$ cat config.mk
export PLATFORM = sky130hd
export DESIGN_NAME = pipe_ctrl
export DESIGN_NICKNAME = d
export VERILOG_FILES = /design/src/rtl/pipe_ctrl.sv
export SDC_FILE = /design/constraint.sdc
export NUM_CORES = 1
export LEC_CHECK = 0
export BUFFER_PORTS_ARGS = -buffer_cell sky130_fd_sc_hd__buf_2
export CAP_MARGIN = 5
export CORE_ASPECT_RATIO = 1.2
export CORE_MARGIN = 3
export CORE_UTILIZATION = 40
export CTS_CLUSTER_DIAMETER = 60
export DETAILED_ROUTE_END_ITERATION = 12
export PLACE_DENSITY = 0.75
export REMOVE_ABC_BUFFERS = 1
export SYNTH_ARGS = -nofsm -noshare
export SYNTH_HDL_FRONTEND = slang
export SYNTH_SLANG_ARGS = --single-unit
$ cat constraint.sdc
create_clock -name clk -period 1.65 [get_ports clk]
set_clock_uncertainty 0.15 [all_clocks]
set_input_delay 0.165 -clock clk [delete_from_list [all_inputs] [get_ports clk]]
set_output_delay 0.165 -clock clk [all_outputs]
set_load 0.05 [all_outputs]
$ cat src/rtl/pipe_ctrl.sv
// pipe_ctrl: pipeline sequencing controller.
// Turns the execute stage's jump/hold requests into a registered PC redirect,
// a multi-cycle IF/ID + ID/EX flush, a stall while the mul/div unit runs, and
// a sticky timeout error. Optional performance counters are built only when
// PIPE_CTRL_PERF_EN is defined; otherwise the counter ports read 0.
//
// state   | meaning
// --------+--------------------------------------------------------------
// IDLE    | normal flow; accepts jump (priority) or multi-cycle hold
// FLUSH   | flush_o high; squashed-path jump/hold requests ignored
// MC_WAIT | stall_o high; waiting on mc_done_i or the timeout
// RELEASE | one unstalled cycle so the held op leaves EX; jumps honoured
module pipe_ctrl #(
    parameter int unsigned FLUSH_CYCLES = 2,
    parameter int unsigned MC_TIMEOUT   = 64,
    parameter int unsigned CNT_W        = 32
) (
    input  logic             clk,
    input  logic             rst,
    input  logic             jump_ena_i,
    input  logic [31:0]      jump_addr_i,
    input  logic             hold_flag_i,
    input  logic             mc_done_i,
    output logic             pc_jump_ena_o,
    output logic [31:0]      pc_jump_addr_o,
    output logic             flush_o,
    output logic             stall_o,
    output logic             mc_start_o,
    output logic             err_o,
    output logic [CNT_W-1:0] jump_cnt_o,
    output logic [CNT_W-1:0] stall_cnt_o
);

    localparam int unsigned TO_W = (MC_TIMEOUT > 2) ? $clog2(MC_TIMEOUT) : 1;
    // Down-counters load N-1 and expire at 0, so N cycles are spent in-state.
    localparam logic [TO_W-1:0] TO_LOAD = (MC_TIMEOUT > 0) ? TO_W'(MC_TIMEOUT - 1) : '0;
    localparam logic [3:0]      FL_LOAD = 4'(FLUSH_CYCLES - 1);

    typedef enum logic [1:0] {
        IDLE    = 2'd0,
        FLUSH   = 2'd1,
        MC_WAIT = 2'd2,
        RELEASE = 2'd3
    } state_t;

    state_t            r_state;
    logic [3:0]        r_fl_cnt;
    logic [TO_W-1:0]   r_to_cnt;
    logic              r_pc_jump_ena;
    logic [31:0]       r_pc_jump_addr;
    logic              r_mc_start;
    logic              r_err;

    state_t            w_state_nxt;
    logic [3:0]        w_fl_cnt_nxt;
    logic [TO_W-1:0]   w_to_cnt_nxt;
    logic              w_take_jump;
    logic              w_launch;
    logic              w_err_set;
    logic              w_to_expired;

    // A zero MC_TIMEOUT means wait forever for mc_done_i.
    assign w_to_expired = (MC_TIMEOUT != 0) && (r_to_cnt == '0);

    // Next-state and transition strobes.
    always_comb begin
        w_state_nxt  = r_state;
        w_fl_cnt_nxt = r_fl_cnt;
        w_to_cnt_nxt = r_to_cnt;
        w_take_jump  = 1'b0;
        w_launch     = 1'b0;
        w_err_set    = 1'b0;
        case (r_state)
            IDLE: begin
                if (jump_ena_i) begin
                    w_take_jump  = 1'b1;
                    w_fl_cnt_nxt = FL_LOAD;
                    w_state_nxt  = FLUSH;
                end else if (hold_flag_i) begin
                    w_launch     = 1'b1;
                    w_to_cnt_nxt = TO_LOAD;
                    w_state_nxt  = MC_WAIT;
                end
            end
            FLUSH: begin
                if (r_fl_cnt == 4'd0) begin
                    w_state_nxt = IDLE;
                end else begin
                    w_fl_cnt_nxt = r_fl_cnt - 4'd1;
                end
            end
            MC_WAIT: begin
                // A done arriving on the timeout cycle wins; no error then.
                if (mc_done_i) begin
                    w_state_nxt = RELEASE;
                end else if (w_to_expired) begin
                    w_err_set   = 1'b1;
                    w_state_nxt = RELEASE;
                end else if (r_to_cnt != '0) begin
                    w_to_cnt_nxt = r_to_cnt - TO_W'(1);
                end
            end
            RELEASE: begin
                // hold_flag_i still belongs to the op that just finished.
                if (jump_ena_i) begin
                    w_take_jump  = 1'b1;
                    w_fl_cnt_nxt = FL_LOAD;
                    w_state_nxt  = FLUSH;
                end else begin
                    w_state_nxt = IDLE;
                end
            end
            default: w_state_nxt = IDLE;
        endcase
    end

    // State, counters and registered strobes.
    always_ff @(posedge clk) begin
        if (rst) begin
            r_state        <= IDLE;
            r_fl_cnt       <= '0;
            r_to_cnt       <= '0;
            r_pc_jump_ena  <= 1'b0;
            r_pc_jump_addr <= '0;
            r_mc_start     <= 1'b0;
            r_err          <= 1'b0;
        end else begin
            r_state       <= w_state_nxt;
            r_fl_cnt      <= w_fl_cnt_nxt;
            r_to_cnt      <= w_to_cnt_nxt;
            r_pc_jump_ena <= w_take_jump;
            r_mc_start    <= w_launch;
            if (w_take_jump) begin
                r_pc_jump_addr <= jump_addr_i;
            end
            if (w_err_set) begin
                r_err <= 1'b1;
            end
        end
    end

    assign pc_jump_ena_o  = r_pc_jump_ena;
    assign pc_jump_addr_o = r_pc_jump_addr;
    assign mc_start_o     = r_mc_start;
    assign err_o          = r_err;
    assign flush_o        = (r_state == FLUSH);
    assign stall_o        = (r_state == MC_WAIT);

`ifdef PIPE_CTRL_PERF_EN
    logic [CNT_W-1:0] r_jump_cnt;
    logic [CNT_W-1:0] r_stall_cnt;

    // Free-running event counters, wrapping at 2^CNT_W.
    always_ff @(posedge clk) begin
        if (rst) begin
            r_jump_cnt  <= '0;
            r_stall_cnt <= '0;
        end else begin
            if (r_pc_jump_ena) begin
                r_jump_cnt <= r_jump_cnt + CNT_W'(1);
            end
            if (stall_o) begin
                r_stall_cnt <= r_stall_cnt + CNT_W'(1);
            end
        end
    end

    assign jump_cnt_o  = r_jump_cnt;
    assign stall_cnt_o = r_stall_cnt;
`else
    assign jump_cnt_o  = '0;
    assign stall_cnt_o = '0;
`endif

endmodule

# Word level (Yosys, flattened, before mapping)

Index checks and enable logic that the tools add are counted.

Output and inout bits: 101
Register bits: 47
Input port bits: 37

Add/sub/neg operators: 2
Bitwise logic cells: 1
Eq/ne operators: 13
Mux-type cells: 22
Reductions and logical operators: 11

Operator list:

| cell                                                                  | count |
|---|---|
| 6-bit 2-to-1 mux                                                      | 5 |
| 6-bit one-hot mux with 2 select lines                                 | 1 |
| 2-bit 2-to-1 mux                                                      | 5 |
| 2-bit != test, second input constant                                  | 5 |
| 4-bit 2-to-1 mux                                                      | 2 |
| 2-bit one-hot mux with 4 select lines                                 | 1 |
| 4-bit one-hot mux with 2 select lines                                 | 1 |
| 1-bit 2-to-1 mux                                                      | 7 |
| 6-bit zero test                                                       | 1 |
| 2-bit by 1-bit != test with 1-bit output, second input constant       | 3 |
| 3-bit AND reduction                                                   | 2 |
| 6-bit AND reduction                                                   | 1 |
| 6-bit nonzero test                                                    | 1 |
| 6-bit by 1-bit subtractor with 6-bit output, second input constant    | 1 |
| 2-bit equality test, second input constant                            | 2 |
| 4-bit zero test                                                       | 1 |
| 2-bit nonzero test                                                    | 2 |
| 4-bit by 1-bit subtractor with 4-bit output, second input constant    | 1 |
| 3-bit by 2-bit != test with 1-bit output, second input constant       | 1 |
| 3-bit != test, second input constant                                  | 1 |
| 3-bit OR reduction                                                    | 1 |
| 2-bit by 1-bit equality test with 1-bit output, second input constant | 1 |
| 2-bit zero test                                                       | 1 |
| 2-bit OR reduction                                                    | 1 |
| 1-bit NOT                                                             | 1 |

# Longest topological paths before layout

Gate-level depths: netlist of the first run.

Word-level depth: 5
Depth in mapped cells: 7
Mapped depth without buffers: 6

# Worst setup path after synthesis of the first run

No wires, ideal clock.

Path kind: register -> register
Start: register r_state[0]
End: register r_to_cnt[5]
Setup slack: -0.448 ns
Clock period less this slack: 2.098 ns
Path buffers: 0
Arrival time: 1.812 ns
Stages on the path, launching flop included: 7
Data required time: 1.364 ns
Library setup time: 0.136 ns
Cells stage by stage: dfxtp_1 inv_1 ha_1 nor2b_1 a21bo_2 a21oi_2 a311oi_2

Cells in the longest elaborated chain, start to end: 3

Ends and longest elaborated chain:

| element                                                                          | RTL line | text |
|---|---|---|
| start: declaration                                                               | 46       | `state_t r_state;` |
| start signal: assignment                                                         | 128      | `r_state <= w_state_nxt;` |
| 2-bit equality test (*)                                                          | n/a      |  |
| net stall_o                                                                      | 27       | `output logic stall_o,` |
| 2-bit by 1-bit != test with 1-bit output (no line), or another cell as far along | n/a      |  |
| 6-bit AND reduction (no line)                                                    | n/a      |  |
| end signal: assignment                                                           | 130      | `r_to_cnt <= w_to_cnt_nxt;` |
| end: declaration                                                                 | 48       | `logic [TO_W-1:0] r_to_cnt;` |

Mark *: on every way through the listed nets, which the timed path passes. The rest lies on a longest branch.
A chain may end at the register's enable or synchronous reset.

# Worst setup path after layout of the first run

Start: register r_state[1]
End: register r_fl_cnt[1]

Cells in the longest elaborated chain, start to end: 4

Ends and longest elaborated chain:

| element                                                                                  | RTL line | text |
|---|---|---|
| 2-bit equality test or 2-bit zero test (tied branches)                                   | 73       | `case (r_state)` |
| 2-bit OR reduction (no line)                                                             | n/a      |  |
| 2-bit by 1-bit != test with 1-bit output (no line) or 2-bit nonzero test (tied branches) | n/a      |  |
| 3-bit AND reduction (no line)                                                            | n/a      |  |
| end signal: assignment                                                                   | 129      | `r_fl_cnt <= w_fl_cnt_nxt;` |
| end: declaration                                                                         | 47       | `logic [3:0] r_fl_cnt;` |

Several ways; a longest one is shown, not always the timed one.

==> results of run 1 <==
==> metal layers <==
layer	GRT usage [%]	vias up	wire length (um)
met2	28.6	90	3110
met4	4.01	0	50
met5	0	-	0
met1	17.3	999	2370
met3	3.54	6	377
li1	-	1104	-
==> flip-flops by register name, indices dropped and copies added (netlist names) <==
register        flops
r_to_cnt            6
mc_start_o          1
r_state             2
pc_jump_ena_o       1
err_o               1
r_fl_cnt            4
pc_jump_addr_o     32
==> placed cells by master, fill, tap and decap left out, types with 3 or more instances in the layout <==
cell type and count:
nor2_1 5, dfxtp_2 4, ha_4 4, buf_4 21, buf_2 72, clkbuf_8 5
nand2b_1 5, ha_1 3, nor3b_2 4, dlygate4sd3_1 33, conb_1 64, a21oi_1 33
inv_2 3, inv_1 4, dfxtp_1 42, a31oi_1 5, a21oi_2 3, nand2_1 65
==> through the flow <==
stage	hold slack (ns)	cells
finish	0.0339	502
global route	0.0271	502
CTS	0.00732	499
detailed placement	0.262	458
global placement	0.255	458
floorplan	0.0829	285
==> kinds of logic after synthesis <==
kind of cell | share of synthesized area (%)
buffers and inverters | 22.9
and+or+nand+nor | 18.6
other | 0.153
muxes | 0.409
DFF | 38.4
AOI/OAI and AO/OA | 15.4
adders and majority gates | 4.09
==> power breakdown <==
group | internal [mW] | leakage [nW] | switching (mW)
Sequential | 1.47 | 0.388 | 0.252
Clock | 0.605 | 0.0654 | 0.370
Combinational | 1.55 | 1.19 | 2.45
Total | 3.63 | 1.64 | 3.07
==> layout make-up <==
cell class / instances / area, um2 / area share (%)
flip-flops and latches: 47 / 950 / 27.3
clock buffers: 6 / 72.6 / 2.09
multi-input cells: 230 / 1370 / 39.2
repair buffers: 129 / 900 / 25.9
clock inverters: 2 / 60.1 / 1.73
inverters: 8 / 32.5 / 0.935
well taps: 80 / 100 / 2.88
==> critical path, delay by kind of cell (launching register included) <==
| kind | cells | cell delay [ns] |
|---|---|---|
| flops | 1 | 0.39 |
| buf+inv | 3 | 0.37 |
| compound gates | 1 | 0.20 |
| simple gates | 2 | 0.27 |
| fa+ha+maj | 1 | 0.17 |
==> what timing repair did <==
item	in CTS	in global routing
hold buffers	33	0
gates cloned	0	0
hold endpoints to repair	33	0
endpoints found under the setup margin	46	14
buffers inserted	0	3
pin swaps	6	11
gates resized for setup	14	32
==> worst min path at each step <==
stage / slack, ns / start / end
2_1_floorplan: 0.08 / rst / r_to_cnt[5]
3_3_place_gp: 0.26 / jump_addr_i[11] / pc_jump_addr_o[11]
3_5_place_dp: 0.26 / jump_addr_i[12] / pc_jump_addr_o[12]
4_1_cts: 0.007 / hold_flag_i / mc_start_o
5_1_grt: 0.03 / hold_flag_i / mc_start_o
6_report: 0.03 / hold_flag_i / mc_start_o
==> results.yml, run 1 <==
clocking:
  cts_root_buf: "clkbuf_8"
  clock-sinks: 47
  cts_tree: "built"
  clk_path_buf_depth: 2
  worstSkewPairLatency_ns: 0.29
  cts-htree-levels: 2
  cts-buffers-inserted: 5
  clk_pin_slew_ns: 0.08
logic_synthesis:
  ys_seq_elements: 47
  ys_warn_count: 0
  yosysSeqAreaShare_pct: 38.4
  synth_top_area_share_pct: 38.4
  syn_area_per_cell_um2: 8.19
  yosysUniqueCellTypes: 38
  ys.flop_type: "dfxtp_1"
  synthTopCellsByArea: "dfxtp_1 38%, buf_4 20%, nand2_1 10%"
  netlist_area_um2: 2450
  synth-async-reset-ratio_pct: 0
  yosysMostFrequentCell: "nand2_1"
  synth_edf_count: 0
  synth_cells: 299
  post-synth-top-area-cell: "dfxtp_1"
  ys_top_cells_by_count: "65 x nand2_1, 64 x buf_4, 47 x dfxtp_1"
floorplanning:
  die_h_um: 91.7
  initial_utilization_pct: 42.4
  dieArea_um2: 7100
  rows: 30
  dieWidth_um: 77.4
  core_um2: 5780
  io-pin-count: 138
flow_run:
  drv_cap: 0
critical_path:
  cp.arrival_ns: 1.69
  crit_type: "reg2reg"
  end_kind: "register"
  crit_start: "r_state[1]"
  cp_slowest_cell: "dfxtp_4"
  cp_max_fo: 4
  max_stage_delay_ns: 0.39
  r2r_end: "r_fl_cnt[1]"
  crit_chain: "inv_2 -> buf_4 -> ha_4 -> nand4bb_1 -> nand3b_1 -> buf_6 -> o32ai_1"
  r2r_setup_slack_ns: 0.01
  start_kind: "register"
  required_ns: 1.70
  timing.rr.start: "r_state[1]"
  rr_worst_depth: 7
  crit_end: "r_fl_cnt[1]"
grt:
  grt_pass1_wl_um: 8990
  track_usage_pct: 15.3
  grt_overflow: 0
  grt_max_degree: 33
  grt_pass1_vias: 1970
  antenna_found_initial: 0
timing:
  rsz0062_at_grt: "true"
  hold_violations: 0
  slew_viol_final: 0
  fin_ws_ns: 0.0144
  setup_viol: 0
  fmax_mhz: 611
  finalCritPeriodShare_pct: 99.1
  fin_crit_ns: 1.64
  finalSetupTns_ns: 0
power:
  power.density_nw_per_um2: 1930
  total_power_mw: 6.70
  peakVddDrop_v: 0.00114
  leakage_nw: 1.64
placement:
  dpl_cell_area_um2: 2800
  dp_hpwl_um: 3890
  routabilityCongestion: 0.811
  io_buffers: 73
  dp_slack_ns: -0.138
layout:
  design_area_um2: 3480
  syn_to_final_growth_pct: 42.1
  drive_above_1_share_pct: 33.4
  fin_util_pct: 60.2
  layout.nets: 466
  antenna_cells: 0
  n_fill_cell: 488
drt:
  drt-total-wl_um: 5900
  vias: 2199
  drt_iter0_markers: 61
  routedWlPerCell_um: 11.8
  viasPerCell: 4.38
  drtAntennaViolNets: 0
  drc: 0
  dr.pass1.iters: 4
worst_hold_path:
  min_path_cells: 2
  hp-class: "in2reg"
status:
  status: "complete, no violations"
No activity file was read; power rests on OpenSTA's default activity.
==> inputs of run 2 (changes only) <==
--- a/config.mk
+++ b/config.mk
@@ -10,7 +10,9 @@
 export CORE_ASPECT_RATIO = 1.2
 export CORE_MARGIN = 3
 export CORE_UTILIZATION = 40
+export CTS_BUF_LIST = sky130_fd_sc_hd__clkbuf_4 sky130_fd_sc_hd__clkbuf_8 sky130_fd_sc_hd__clkbuf_16
 export CTS_CLUSTER_DIAMETER = 60
+export CTS_CLUSTER_SIZE = 20
 export DETAILED_ROUTE_END_ITERATION = 12
 export PLACE_DENSITY = 0.75
 export REMOVE_ABC_BUFFERS = 1
==> results.yml, run 2 (same netlist as run 1, synthesis figures left out) <==
clocking:
  clk_path_buf_depth: 2
  clock-sinks: 47
  cts_root_buf: "clkbuf_8"
  clk_pin_slew_ns: 0.08
  cts-htree-levels: 2
  cts-buffers-inserted: 5
  worstSkewPairLatency_ns: 0.29
  cts_tree: "built"
critical_path:
  max_stage_delay_ns: 0.39
  cp_max_fo: 4
  cp.arrival_ns: 1.69
  path_buf_inv: 3
  crit_chain: "inv_2 -> buf_4 -> ha_4 -> nand4bb_1 -> nand3b_1 -> buf_6 -> o32ai_1"
  crit_type: "reg2reg"
  critPathTopFamily: "flip-flops"
  cp_slowest_cell: "dfxtp_4"
  required_ns: 1.70
  end_kind: "register"
  start_kind: "register"
timing:
  slew_viol_final: 0
  rsz0062_at_grt: "true"
  hold_violations: 0
  hold_ws_ns: 0.0339
  fin_crit_ns: 1.64
  fmax_mhz: 611
  finalCritPeriodShare_pct: 99.1
  setup_viol: 0
drt:
  drtAntennaViolNets: 0
  drt-total-wl_um: 5910
  routed.top_layer: "met4"
  drt_iter0_markers: 61
  dr.pass1.iters: 4
  met2_length_um: 3110
  drc: 0
  wl_met3_um: 377
  viasPerCell: 4.38
  wl_met1_um: 2370
  routedWlPerCell_um: 11.8
  vias: 2198
grt:
  grt_overflow: 0
  grt_pass1_wl_um: 8990
  antenna_found_initial: 0
  grt_max_degree: 33
  track_usage_pct: 15.3
  grt_pass1_vias: 1970
layout:
  syn_to_final_growth_pct: 42.3
  largest_register_ffs: 32
  layout.nets: 466
  final_common_cell: "buf_2"
  drive_above_1_share_pct: 33.6
  layout_common_cells: "72 x buf_2, 65 x nand2_1, 64 x conb_1"
  n_fill_cell: 489
  antenna_cells: 0
floorplanning:
  dieWidth_um: 77.4
  die_h_um: 91.7
  io-pin-count: 138
  initial_utilization_pct: 42.4
  rows: 30
  core_um2: 5780
  dieArea_um2: 7100
power:
  peakVddDrop_v: 0.00114
  total_power_mw: 6.72
  power.density_nw_per_um2: 1930
  leakage_nw: 1.65
placement:
  dp_hpwl_um: 3890
  routabilityCongestion: 0.811
  io_buffers: 73
worst_hold_path:
  hp-class: "in2reg"
flow_run:
  drv_cap: 0
status:
  status: "complete, no violations"
==> run 2: layer usage <==
| metal | global-route usage (%) | up-vias |
|---|---|---|
| met5 | 0 | - |
| met4 | 4.01 | 0 |
| met3 | 3.54 | 6 |
| met2 | 28.6 | 90 |
| met1 | 17.3 | 999 |
| li1 | - | 1103 |
==> run 2: what timing repair did <==
action / in CTS / in global routing
hold buffers: 33 / 0
buffers inserted: 0 / 3
endpoints found under the setup margin: 46 / 14
gates resized for setup: 14 / 32
hold endpoints to repair: 33 / 0
pin swaps: 6 / 11
==> run 2: area by class of cell <==
type	instances	area, um2	area share [%]
repair buffers	129	900	25.8
clock inverters	2	60.1	1.72
clock buffers	6	76.3	2.19
multi-input cells	230	1370	39.2
flip-flops and latches	47	950	27.3
well taps	80	100	2.87
inverters	8	32.5	0.934
==> run 2: through the flow <==
stage	area, um2	util, %	instances	TNS [ns]	setup WS (ns)
after global routing	3480	60.3	502	-0.211	-0.0376
after global placement	2800	48.4	458	-0.864	-0.0429
after CTS	3320	57.5	499	0	0.00309
final	3480	60.3	502	0	0.0144
after detailed placement	2800	48.4	458	-3.46	-0.138
after floorplan	2150	-	285	-24.59	-0.665
==> run 2: worst paths after layout <==
kind,from,slack (ns),endpoint,cells after the start
setup / recovery,r_state[1],0.01,r_fl_cnt[1],7
hold / removal,hold_flag_i,0.03,mc_start_o,2
setup reg to reg,r_state[1],0.01,r_fl_cnt[1],7
hold reg to reg,pc_jump_addr_o[30],0.30,pc_jump_addr_o[30],2
==> run 2: power by group <==
group / leakage, nW / total, mW / switching (mW) / internal [mW]
clock network: 0.0688 / 0.992 / 0.370 / 0.622
registers: 0.388 / 1.73 / 0.252 / 1.47
logic: 1.19 / 4.00 / 2.45 / 1.55
total: 1.65 / 6.72 / 3.07 / 3.64
==> inputs of run 3 (changes only) <==
--- a/config.mk
+++ b/config.mk
@@ -15,6 +15,7 @@
 export CTS_CLUSTER_SIZE = 20
 export DETAILED_ROUTE_END_ITERATION = 12
 export PLACE_DENSITY = 0.75
+export RECOVER_POWER = 100
 export REMOVE_ABC_BUFFERS = 1
 export SYNTH_ARGS = -nofsm -noshare
 export SYNTH_HDL_FRONTEND = slang
==> results.yml, run 3 (same netlist as run 1, synthesis figures left out) <==
drt:
  drc: 0
  vias: 2220
  routedWlPerCell_um: 11.9
  viasPerCell: 4.42
  drt-total-wl_um: 5950
  drtAntennaViolNets: 0
  drt_iter0_markers: 37
  dr.pass1.iters: 4
timing:
  finalCritPeriodShare_pct: 99.1
  tightest_slew_ns: 0.681
  setup_viol: 0
  fin_crit_ns: 1.64
  hold_violations: 0
  slew_viol_final: 0
  rsz0062_at_grt: "true"
  fmax_mhz: 611
  slew-limit-headroom_pct: 54.8
layout:
  final_common_cell: "nand2_1"
  syn_to_final_growth_pct: 40.5
  layout.nets: 466
  layout_common_cells: "65 x nand2_1, 64 x conb_1, 42 x dfxtp_1"
  fin_util_pct: 59.5
  largest_register_ffs: 32
  antenna_cells: 0
  drive_above_1_share_pct: 25.4
floorplanning:
  die_h_um: 91.7
  rows: 30
  dieWidth_um: 77.4
  initial_utilization_pct: 42.4
  io-pin-count: 138
  dieArea_um2: 7100
  core_um2: 5780
power:
  power.density_nw_per_um2: 1940
  leakage_nw: 1.50
  total_power_mw: 6.68
  peakVddDrop_v: 0.00114
clocking:
  cts-buffers-inserted: 5
  cts_tree: "built"
  clk_path_buf_depth: 2
  cts-htree-levels: 2
  worstSkewPairLatency_ns: 0.29
  clock-sinks: 47
  clk_pin_slew_ns: 0.08
  cts_root_buf: "clkbuf_8"
grt:
  grt_max_degree: 33
  grt_overflow: 0
  antenna_found_initial: 0
  track_usage_pct: 15.3
  grt_pass1_vias: 1970
  grt_pass1_wl_um: 8990
critical_path:
  rr_worst_depth: 7
  r2r_end: "r_fl_cnt[1]"
  cp_max_fo: 4
  cp.arrival_ns: 1.69
  crit_type: "reg2reg"
  required_ns: 1.70
  r2r_setup_slack_ns: 0.01
  timing.rr.start: "r_state[1]"
  start_kind: "register"
  end_kind: "register"
worst_hold_path:
  hold_end: "mc_start_o"
  min_path_cells: 2
  hp-class: "in2reg"
  hold_start: "hold_flag_i"
flow_run:
  drv_cap: 0
placement:
  io_buffers: 73
  dp_hpwl_um: 3890
  routabilityCongestion: 0.811
status:
  status: "complete, no violations"
-- run 3: cell count changes in the layout (fill, tap and decap cells not counted), sizes merged --
cell,previous run,this run
buf,96,61
clkbuf,6,41
-- run 3: metrics by stage --
step	cell area, um2	hold WS (ns)	setup WS, ns	std cells	TNS [ns]
finish	3440	0.0337	0.0144	502	0
global route	3440	0.0271	-0.0376	502	-0.211
CTS	3320	0.00732	0.00309	499	0
detailed placement	2800	0.262	-0.138	458	-3.46
global placement	2800	0.255	-0.0429	458	-0.864
floorplan	2150	0.0829	-0.665	285	-24.59
-- run 3: where the power goes --
part / leakage, nW / total [mW] / internal, mW / switching, mW
Sequential: 0.388 / 1.73 / 1.47 / 0.257
Combinational: 1.05 / 3.96 / 1.50 / 2.46
Clock: 0.0688 / 0.992 / 0.622 / 0.370
Total: 1.50 / 6.68 / 3.60 / 3.08
-- run 3: final cells by class --
cell class,count,area (um2)
clock buffers,6,76.3
inverters,8,32.5
multi-input cells,230,1370
clock inverters,2,60.1
well taps,80,100
fillers,510,2340
repair buffers,129,856
flip-flops and latches,47,950
-- run 3: worst max-delay path: stages, from the launching register on --
cell and delay (ns):
dfxtp_4 0.39, inv_2 0.06, buf_4 0.14, ha_4 0.17, nand4bb_1 0.12, nand3b_1 0.15, buf_6 0.17, o32ai_1 0.20
-- run 3: metal layers --
layer,global-route usage [%],part of all wire (%),vias up
met2,28.6,52,92
li1,-,-,1104
met4,4.01,0.84,0
met3,3.54,6.8,6
met5,0,0,-
met1,17.3,40,1018
-- run 3: worst max-delay path by stage --
stage                from                end  slack (ns)
2_1_floorplan  r_state[0]  pc_jump_addr_o[0]       -0.67
3_3_place_gp   r_state[1]        r_to_cnt[5]       -0.04
3_5_place_dp   r_state[1]        r_to_cnt[3]       -0.14
4_1_cts        r_state[0]        r_to_cnt[3]       0.003
5_1_grt        r_state[1]        r_fl_cnt[0]       -0.04
6_report       r_state[1]        r_fl_cnt[1]        0.01
-- run 3: what timing repair did --
action | in CTS | in global routing
gates resized for setup | 14 | 32
hold buffers | 33 | 0
buffers inserted | 0 | 3
endpoints found under the hold margin | 33 | 0
pin swaps | 6 | 11
endpoints found under the setup margin | 46 | 14
gates cloned | 0 | 0
